`src/rtl/mul4_pkg.sv`:
```
// Shared types and helpers for the mul4 fitness scorer.
//   state_e     : scorer FSM states
//   LANE_W      : operand/product lane width
//   PROD_W      : full product width
//   LFSR_TAPS   : Fibonacci tap mask (taps 64,63,61,60 -> bits 63,62,60,59)
//   popcount64  : number of set bits in a 64-bit word
package mul4_pkg;

  typedef enum logic [1:0] {StIdle, StDrive, StSample, StDone} state_e;

  localparam int unsigned LANE_W = 16;
  localparam int unsigned PROD_W = 64;

  localparam logic [PROD_W-1:0] LFSR_TAPS = 64'hD800_0000_0000_0000;

  function automatic logic [6:0] popcount64(input logic [PROD_W-1:0] v);
    logic [6:0] cnt;
    cnt = '0;
    for (int i = 0; i < 64; i++) begin
      cnt = cnt + 7'(v[i]);
    end
    return cnt;
  endfunction

endpackage

```
`src/rtl/mul4_lfsr64.sv`:
```
// 64-bit Fibonacci LFSR, shifting left with feedback entering at bit 0.
// Ports:
//   clk, rst_n : clock, async active-low reset
//   load_i     : load seed_i (has priority over step_i)
//   seed_i     : value to load; caller guarantees it is non-zero
//   step_i     : advance one step
//   state_o    : current LFSR contents
module mul4_lfsr64
  import mul4_pkg::*;
(
  input  logic              clk,
  input  logic              rst_n,
  input  logic              load_i,
  input  logic [PROD_W-1:0] seed_i,
  input  logic              step_i,
  output logic [PROD_W-1:0] state_o
);

  logic [PROD_W-1:0] lfsr_q, lfsr_d;
  logic              fb;

  assign fb = ^(lfsr_q & LFSR_TAPS);

  always_comb begin
    lfsr_d = lfsr_q;
    if (load_i) begin
      lfsr_d = seed_i;
    end else if (step_i) begin
      lfsr_d = {lfsr_q[PROD_W-2:0], fb};
    end
  end

  always_ff @(posedge clk or negedge rst_n) begin
    if (!rst_n) begin
      lfsr_q <= '0;
    end else begin
      lfsr_q <= lfsr_d;
    end
  end

  assign state_o = lfsr_q;

endmodule

```
`src/rtl/mul4_fitness_scorer.sv`:
```
// Fitness scorer for a combinational 32x32 multiplier candidate. Each vector drives
// pseudo-random operands for one cycle, then compares the candidate product against
// the exact product, accumulating matching bits (score) and fully matching vectors.
// Ports:
//   clk, rst_n       : clock, async active-low reset
//   start, seed      : begin a run (IDLE/DONE only); seed==0 selects DEFAULT_SEED
//   a1,a0,b1,b0      : registered operands, A={a1,a0}, B={b1,b0}
//   y3,y2,y1,y0      : candidate product {y3,y2,y1,y0}, sampled in SAMPLE only
//   busy, done       : run in progress / run complete (level)
//   score,exact_hits : accumulated results, held in DONE
module mul4_fitness_scorer
  import mul4_pkg::*;
#(
  parameter int unsigned NUM_VECTORS  = 256,
  parameter logic [63:0] DEFAULT_SEED = 64'h9E37_79B9_7F4A_7C15,
  localparam int unsigned SCORE_W     = $clog2(NUM_VECTORS * 64 + 1),
  localparam int unsigned HITS_W      = $clog2(NUM_VECTORS + 1)
) (
  input  logic               clk,
  input  logic               rst_n,
  input  logic               start,
  input  logic [63:0]        seed,
  output logic [LANE_W-1:0]  a1,
  output logic [LANE_W-1:0]  a0,
  output logic [LANE_W-1:0]  b1,
  output logic [LANE_W-1:0]  b0,
  input  logic [LANE_W-1:0]  y3,
  input  logic [LANE_W-1:0]  y2,
  input  logic [LANE_W-1:0]  y1,
  input  logic [LANE_W-1:0]  y0,
  output logic               busy,
  output logic               done,
  output logic [SCORE_W-1:0] score,
  output logic [HITS_W-1:0]  exact_hits
);

  state_e               state_q, state_d;
  logic [PROD_W-1:0]    opnd_q, opnd_d;
  logic [SCORE_W-1:0]   score_q, score_d;
  logic [HITS_W-1:0]    hits_q, hits_d;
  logic [HITS_W-1:0]    cnt_q, cnt_d;
  logic                 busy_q, busy_d;
  logic                 done_q, done_d;

  logic                 lfsr_load, lfsr_step;
  logic [PROD_W-1:0]    lfsr_state;
  logic [PROD_W-1:0]    seed_eff;
  logic [PROD_W-1:0]    prod_exp;
  logic [PROD_W-1:0]    prod_y;
  logic [6:0]           match_bits;

  // A zero seed would lock the LFSR at zero, so substitute the default.
  assign seed_eff = (seed == '0) ? DEFAULT_SEED : seed;

  mul4_lfsr64 u_lfsr (
    .clk     (clk),
    .rst_n   (rst_n),
    .load_i  (lfsr_load),
    .seed_i  (seed_eff),
    .step_i  (lfsr_step),
    .state_o (lfsr_state)
  );

  assign prod_exp   = {32'b0, opnd_q[63:32]} * {32'b0, opnd_q[31:0]};
  assign prod_y     = {y3, y2, y1, y0};
  assign match_bits = popcount64(~(prod_exp ^ prod_y));

  always_comb begin
    state_d   = state_q;
    opnd_d    = opnd_q;
    score_d   = score_q;
    hits_d    = hits_q;
    cnt_d     = cnt_q;
    busy_d    = busy_q;
    done_d    = done_q;
    lfsr_load = 1'b0;
    lfsr_step = 1'b0;

    unique case (state_q)
      StIdle, StDone: begin
        if (start) begin
          lfsr_load = 1'b1;
          score_d   = '0;
          hits_d    = '0;
          cnt_d     = '0;
          busy_d    = 1'b1;
          done_d    = 1'b0;
          state_d   = StDrive;
        end else if (state_q == StDone) begin
          // done/busy are registered off the DONE state, so they switch one
          // cycle after the last SAMPLE (2*NUM_VECTORS+1 cycles after start).
          done_d = 1'b1;
          busy_d = 1'b0;
        end
      end
      StDrive: begin
        opnd_d  = lfsr_state;
        state_d = StSample;
      end
      StSample: begin
        score_d   = score_q + SCORE_W'(match_bits);
        hits_d    = hits_q + HITS_W'(prod_exp == prod_y);
        cnt_d     = cnt_q + 1'b1;
        lfsr_step = 1'b1;
        state_d   = (cnt_q == HITS_W'(NUM_VECTORS - 1)) ? StDone : StDrive;
      end
      default: state_d = StIdle;
    endcase
  end

  always_ff @(posedge clk or negedge rst_n) begin
    if (!rst_n) begin
      state_q <= StIdle;
      opnd_q  <= '0;
      score_q <= '0;
      hits_q  <= '0;
      cnt_q   <= '0;
      busy_q  <= 1'b0;
      done_q  <= 1'b0;
    end else begin
      state_q <= state_d;
      opnd_q  <= opnd_d;
      score_q <= score_d;
      hits_q  <= hits_d;
      cnt_q   <= cnt_d;
      busy_q  <= busy_d;
      done_q  <= done_d;
    end
  end

  assign a1         = opnd_q[3*LANE_W +: LANE_W];
  assign a0         = opnd_q[2*LANE_W +: LANE_W];
  assign b1         = opnd_q[1*LANE_W +: LANE_W];
  assign b0         = opnd_q[0 +: LANE_W];
  assign busy       = busy_q;
  assign done       = done_q;
  assign score      = score_q;
  assign exact_hits = hits_q;

endmodule

```
`config.mk`:
```
export PLATFORM = sky130hd
export DESIGN_NAME = mul4_fitness_scorer
export DESIGN_NICKNAME = d
export VERILOG_FILES = /design/src/rtl/mul4_pkg.sv /design/src/rtl/mul4_lfsr64.sv /design/src/rtl/mul4_fitness_scorer.sv
export SDC_FILE = /design/constraint.sdc
export NUM_CORES = 2
export LEC_CHECK = 0
export CORE_MARGIN = 4
export CORE_UTILIZATION = 35
export CTS_CLUSTER_DIAMETER = 80
export DETAILED_ROUTE_END_ITERATION = 8
export DONT_BUFFER_PORTS = 1
export GPL_TIMING_DRIVEN = 0
export SYNTH_ARGS = -nofsm -noshare
export SYNTH_HDL_FRONTEND = slang
export SYNTH_SLANG_ARGS = --single-unit
```
`constraint.sdc`:
```
create_clock -name clk -period 33 [get_ports clk]
set_clock_uncertainty 0.2 [all_clocks]
set_input_delay 9.9 -clock clk [delete_from_list [all_inputs] [get_ports clk]]
set_output_delay 9.9 -clock clk [all_outputs]
set_load 0.02 [all_outputs]
```
After elaboration in Yosys (flattened, before gate mapping). Cells that the tools add are included.

Register bits after elaboration: 165. Input bits: 131. Output and inout port bits: 90.

Add/sub/neg operators: 66. $mul: 1. Eq/ne operators: 6. Muxes and demuxes: 18. Bitwise logic cells: 2. Reductions and logical operators: 9.

Operators by type and width (number): adder 7 x 1 -> 7 bit (57); two-way mux 64 bit (3); equality test 64 bit (1); logical NOT 64 bit (1); multiplier 32 x 32 -> 64 bit (1); NOT 64 bit (1); parity 64 bit (1); bitwise XOR 64 bit (1); case mux 9 bit (2 select lines) (2); case mux 15 bit (2 select lines) (1); adder 15 x 7 -> 15 bit (1); two-way mux 15 bit (1); adder 9 x 1 -> 9 bit (1); adder 9 x 1 -> 9 bit (second input constant) (1); equality test 9 x 8 -> 1 bit (second input constant) (1); two-way mux 9 bit (1); adder 6 x 1 -> 7 bit (1); two-way mux 1 bit (7); adder 5 x 1 -> 6 bit (1); case mux 2 bit (3 select lines) (1); nonzero test 2 bit (3); adder 4 x 1 -> 5 bit (1); adder 3 x 1 -> 4 bit (1); equality test 2 bit (second input constant) (2); other kinds (8) (10).

Longest topological paths before layout.
Depth in word-level cells: 68. Depth in mapped cells: 58. Gate-level depth less buffers: 56.

Modules after synthesis. From an unflattened synthesis, not the netlist that was laid out.

Cells, all modules: 4653. Area, all modules: 43352.8 um2.

Modules (own cells, without submodules): mul4_fitness_scorer (instances 1, cells an instance 4372, area an instance 40383.7 um2); mul4_lfsr64 (instances 1, cells an instance 281, area an instance 2969.1 um2).

Worst setup path after synthesis. OpenSTA, ideal clock, no wires.

Path type: input port to flip-flop. Start: in y3[14]. End: reg score_q[14] (netlist: score[14]). Data arrival time: 16694 ps. Setup slack: 15967 ps. Stages on the path: 29. Path buffers: 0. Cell sequence: xor2_1 xnor2_1 inv_1 fa_1 inv_1 fa_1 inv_1 fa_1 inv_1 fa_1 fa_1 fa_1 fa_1 fa_1 inv_1 fa_1 fa_1 a21oi_1 o21bai_1 a21oi_1 nor2_1 nor2_1 o21bai_1 a21oi_1 inv_1 a21oi_1 nor4bb_1 xnor2_1 nor2_1.

Longest elaborated chain between the ends: 6.

RTL lines: start: declaration (RTL line mul4_fitness_scorer.sv:27) `input logic [LANE_W-1:0] y3,`; bitwise XOR 64 bit (RTL line mul4_fitness_scorer.sv:66) `assign match_bits = popcount64(~(prod_exp ^ prod_y));`; NOT 64 bit (RTL line mul4_fitness_scorer.sv:66); adder 7 x 1 -> 7 bit (2 in series) (RTL line mul4_pkg.sv:20) `cnt = cnt + 7'(v[i]);`; adder 15 x 7 -> 15 bit (RTL line mul4_fitness_scorer.sv:101) `score_d = score_q + SCORE_W'(match_bits);`; case mux 15 bit (2 select lines) (RTL line mul4_fitness_scorer.sv:79) `unique case (state_q)`; end signal: assignment (RTL line mul4_fitness_scorer.sv:123) `score_q <= score_d;`; end: declaration (RTL line mul4_fitness_scorer.sv:39) `logic [SCORE_W-1:0] score_q, score_d;`.

No other way between the ends. A chain may end at the register's enable or synchronous reset.

Worst setup path after layout.
Start: reg opnd_q[52]. End: reg score_q[14] (netlist: score[14]).

Longest elaborated chain between the ends: 49.

RTL lines: start: declaration (RTL line mul4_fitness_scorer.sv:38) `logic [PROD_W-1:0] opnd_q, opnd_d;`; start signal: assignment (RTL line mul4_fitness_scorer.sv:122) `opnd_q <= opnd_d;`; multiplier 32 x 32 -> 64 bit * (RTL line mul4_fitness_scorer.sv:64) `assign prod_exp = {32'b0, opnd_q[63:32]} * {32'b0, opnd_q[31:0]};`; bitwise XOR 64 bit * (RTL line mul4_fitness_scorer.sv:66); NOT 64 bit * (RTL line mul4_fitness_scorer.sv:66); adder 7 x 1 -> 7 bit (43 in series) (RTL line mul4_pkg.sv:20); adder 7 x 1 -> 7 bit * (RTL line mul4_pkg.sv:20); adder 15 x 7 -> 15 bit * (RTL line mul4_fitness_scorer.sv:101); case mux 15 bit (2 select lines) * (RTL line mul4_fitness_scorer.sv:79).

Every way passes the cells marked *; elsewhere a longest branch is shown, timed or not.

==> results_tabular.tex <==
\begin{tabular}{lr}
\hline
Metric & Value \\
\hline
\multicolumn{2}{l}{\textbf{Status}} \\
Status & finished, final reports clean \\
\multicolumn{2}{l}{\textbf{Synth}} \\
Prevailing post-synth register cell & sky130\_fd\_sc\_hd\_\_dfrtp\_1 \\
Count of flip-flops with a built-in enable after synthesis & 0 \\
Syn Nets & 5974 \\
Mean cell area of the mapped netlist & 9.344 sq um \\
Number of flip-flops and latches in the synthesized netlist & 165 \\
Mapped Cells & 4593 \\
Fraction of registers with async set or reset after synthesis & 1.000 \\
Synth Warn \# & 0 \\
Post-synthesis instance area & 0.04291 sq mm \\
Synth top area cells & sky130\_fd\_sc\_hd\_\_fa\_1 (44\%), sky130\_fd\_sc\_hd\_\_dfrtp\_1 (9.6\%), sky130\_fd\_sc\_hd\_\_ha\_1 (8.7\%) \\
Post-synth cell types & a little over 70 \\
Register area share after synthesis & 0.09621 \\
Synth area leader & sky130\_fd\_sc\_hd\_\_fa\_1 \\
Yosys top cell area share & 0.4441 \\
\multicolumn{2}{l}{\textbf{Setup path}} \\
Data required time of the worst path & 33.11 ns \\
Kind of critical path & reg2reg \\
Largest driver fanout on the critical path & 10 \\
Longest individual stage delay on the worst path & 0.95 ns \\
Most frequent cell on the critical path & sky130\_fd\_sc\_hd\_\_fa\_1 \\
Critical-path cell with the highest stage delay & sky130\_fd\_sc\_hd\_\_dfrtp\_1 \\
Critical Path Source Type & flop \\
Sort of element at the end of the critical path & flop \\
Worst r2r path cells & 54 \\
Arrival time of the worst setup path & between 15 and 20 ns \\
\multicolumn{2}{l}{\textbf{Routing}} \\
Wire length per cell & 27.01 um \\
Number of iterations in the first detailed-routing pass & 5 \\
DRC violations left & 0 \\
Detailed Route WL & 169.3 mm \\
Via Count & around 33000 \\
Starting DRC count in detailed routing & 2955 \\
Ratio of routed vias to standard cells & 5.245 \\
Final antenna-violating net count & 0 \\
\multicolumn{2}{l}{\textbf{Layout}} \\
Most frequent cells in the layout & sky130\_fd\_sc\_hd\_\_inv\_1 (954), sky130\_fd\_sc\_hd\_\_fa\_1 (952), sky130\_fd\_sc\_hd\_\_nand2\_1 (559) \\
Most common cell after layout, fill and taps aside & sky130\_fd\_sc\_hd\_\_inv\_1 \\
Number of filler instances in the final layout & 12580 \\
\# nets final & 5995 \\
Final instance count without filler cells & 6268 \\
Syn-to-layout area delta & 6.187\% \\
Ratio of cells with drive above 1 in the final layout & 0.02422 \\
\multicolumn{2}{l}{\textbf{Global routing}} \\
Vias in the first global route & between 30000 and 40000 \\
Total global routing track utilization & 0.2691 \\
Antenna violations before repair & 20 \\
Maximum number of pins on one net before global-route repair & 166 \\
Grt total ovfl & 0 \\
First-pass GRT wire length & between 200 and 250 mm \\
\multicolumn{2}{l}{\textbf{Hold path}} \\
Hold Path Class & reg2reg \\
Worst Hold Depth & 1 \\
\multicolumn{2}{l}{\textbf{Clock tree}} \\
Post-CTS Setup Inserts & 0 \\
Clock latency of the later-clocked register in the worst-skew pair & around 0.49 ns \\
Clock slew at reported path FFs & 0.07 ns \\
Post-cts sizing count & 0 \\
Sink count of the clock tree & 165 \\
Num CTS Buffers & 17 \\
CTS H-tree lvls & 4 \\
Max clock buf depth & 2 \\
TritonCTS clock tree & yes \\
Clock Root Buffer & sky130\_fd\_sc\_hd\_\_clkbuf\_16 \\
Hold-fix buffers, CTS & 0 \\
\multicolumn{2}{l}{\textbf{STA}} \\
Slew at the pin closest to its max-slew limit & 1.279 ns \\
Maximum achievable frequency & 0.05719 GHz \\
Shortest clock period the worst path allows after layout & 17.49 ns \\
Final hold vios & 0 \\
Worst relative slew slack & 0.1471 \\
Worst Slack Setup Final & 15.51 ns \\
Unrepaired setup endpoints after global routing & false \\
Summed negative setup slack over all endpoints & 0 ns \\
Final clock period utilization by the worst path & 0.5299 \\
Max-slew violation count & 0 \\
Final number of setup-violating endpoints & 0 \\
\multicolumn{2}{l}{\textbf{Floorplanning}} \\
Number of I/O pins & 221 \\
Die area & 0.1283 sq mm \\
Placeable core region & 0.1217 sq mm \\
Die Wd & 358.2 um \\
Std cell rows & 128 \\
Die Span Y & 358.2 um \\
Starting utilization of the core area & 0.3526 \\
\multicolumn{2}{l}{\textbf{Placement}} \\
Number of input and output port buffers inserted & 0 \\
Final RePlAce weighted congestion & 1.005 \\
Worst setup timing slack at the placement stage & around 15 ns \\
Final HPWL from detailed placement & 145.3 mm \\
Total instance count after detailed placement & roughly 6200 \\
\multicolumn{2}{l}{\textbf{Run}} \\
Max cap viols & 0 \\
\hline
\end{tabular}
## worst max-delay path, delay by kind of cell (launching register included)
kind	cells	cell delay, ns
compound gates	15	3.39
simple gates	7	0.83
flops	1	0.95
fa+ha+maj	19	9.69
xor+xnor	2	0.53
buf+inv	11	1.70
## state kept, by name, summed over array words and instances, names as in the netlist
name            cells
busy                1
cnt_q               9
done                1
exact_hits          9
opnd_q             64
score              15
state_q             2
u_lfsr.state_o     64
## cell families after synthesis
family          synth area share
simple gates              0.1606
fa+ha+maj                 0.5310
buf+inv                   0.1055
compound gates           0.04478
flops                    0.09621
xor+xnor                 0.03041
mux                      0.03149
## layout make-up
cell class | instances | area (sq um) | share of cell area
clock inverters | 12 | 120.1 | 0.002636
clock buffers | 18 | 429.2 | 0.009418
inverters | 954 | 3581 | 0.07858
flip-flops and latches | 165 | 4129 | 0.09061
plain buffers | 251 | 948.4 | 0.02081
well taps | 1625 | 2033 | 0.04462
repair buffers | 2 | 15.01 | 0.0003295
multi-input cells | 3223 | 34270 | 0.7520
diodes | 18 | 45.04 | 0.0009884
## per-stage QoR
step | instance area (sq um) | util | hold WS, ns
global route | 45530 | 0.3740 | 0.3463
finish | 45570 | 0.3744 | 0.3319
detailed placement | 44980 | 0.3695 | 0.3180
floorplan | 42910 | - | 0.3011
CTS | 45520 | 0.3740 | 0.3335
global placement | 44950 | 0.3693 | 0.3179
## cells in the mapped netlist, types with 9 or more instances
cell and count:
sky130_fd_sc_hd__inv_1 954, sky130_fd_sc_hd__fa_1 952, sky130_fd_sc_hd__nand2_1 559, sky130_fd_sc_hd__and2_1 548, sky130_fd_sc_hd__ha_1 298, sky130_fd_sc_hd__clkbuf_1 240
sky130_fd_sc_hd__dfrtp_1 165, sky130_fd_sc_hd__a21oi_1 161, sky130_fd_sc_hd__nor2_1 142, sky130_fd_sc_hd__xnor2_1 104, sky130_fd_sc_hd__mux2_2 64, sky130_fd_sc_hd__mux2i_1 63
sky130_fd_sc_hd__o21ai_0 57, sky130_fd_sc_hd__xor2_1 45, sky130_fd_sc_hd__nand4_1 33, sky130_fd_sc_hd__a21o_1 22, sky130_fd_sc_hd__nor4_1 19, sky130_fd_sc_hd__nand3_1 15
sky130_fd_sc_hd__o21bai_1 13, sky130_fd_sc_hd__o21a_1 10, sky130_fd_sc_hd__or3_1 9
## metal layers
layer | wire [um] | part of all wire | GRT usage
met5 | 27 | 0.00016 | 0
met4 | 11450 | 0.068 | 0.1439
met3 | 19440 | 0.11 | 0.08661
met2 | 73660 | 0.44 | 0.4104
met1 | 64700 | 0.38 | 0.3406
## final timing paths
kind | startpoint | end | slack (ns)
max in group asynchronous | rst_n | u_lfsr.state_o[10]$_DFFE_PN0P_ | 23.13
setup reg to reg | opnd_q[52]$_DFFE_PN0N_ | score[14]$_DFFE_PN0P_ | 15.51
hold / removal | u_lfsr.state_o[39]$_DFFE_PN0P_ | opnd_q[39]$_DFFE_PN0N_ | 0.33
setup / recovery | opnd_q[52]$_DFFE_PN0N_ | score[14]$_DFFE_PN0P_ | 15.51
hold reg to reg | u_lfsr.state_o[39]$_DFFE_PN0P_ | opnd_q[39]$_DFFE_PN0N_ | 0.33
min in group asynchronous | rst_n | exact_hits[7]$_DFFE_PN0P_ | 8.91
Power is not shown: default switching activity piles up to over one toggle a cycle in this logic, so the estimate is an artifact.
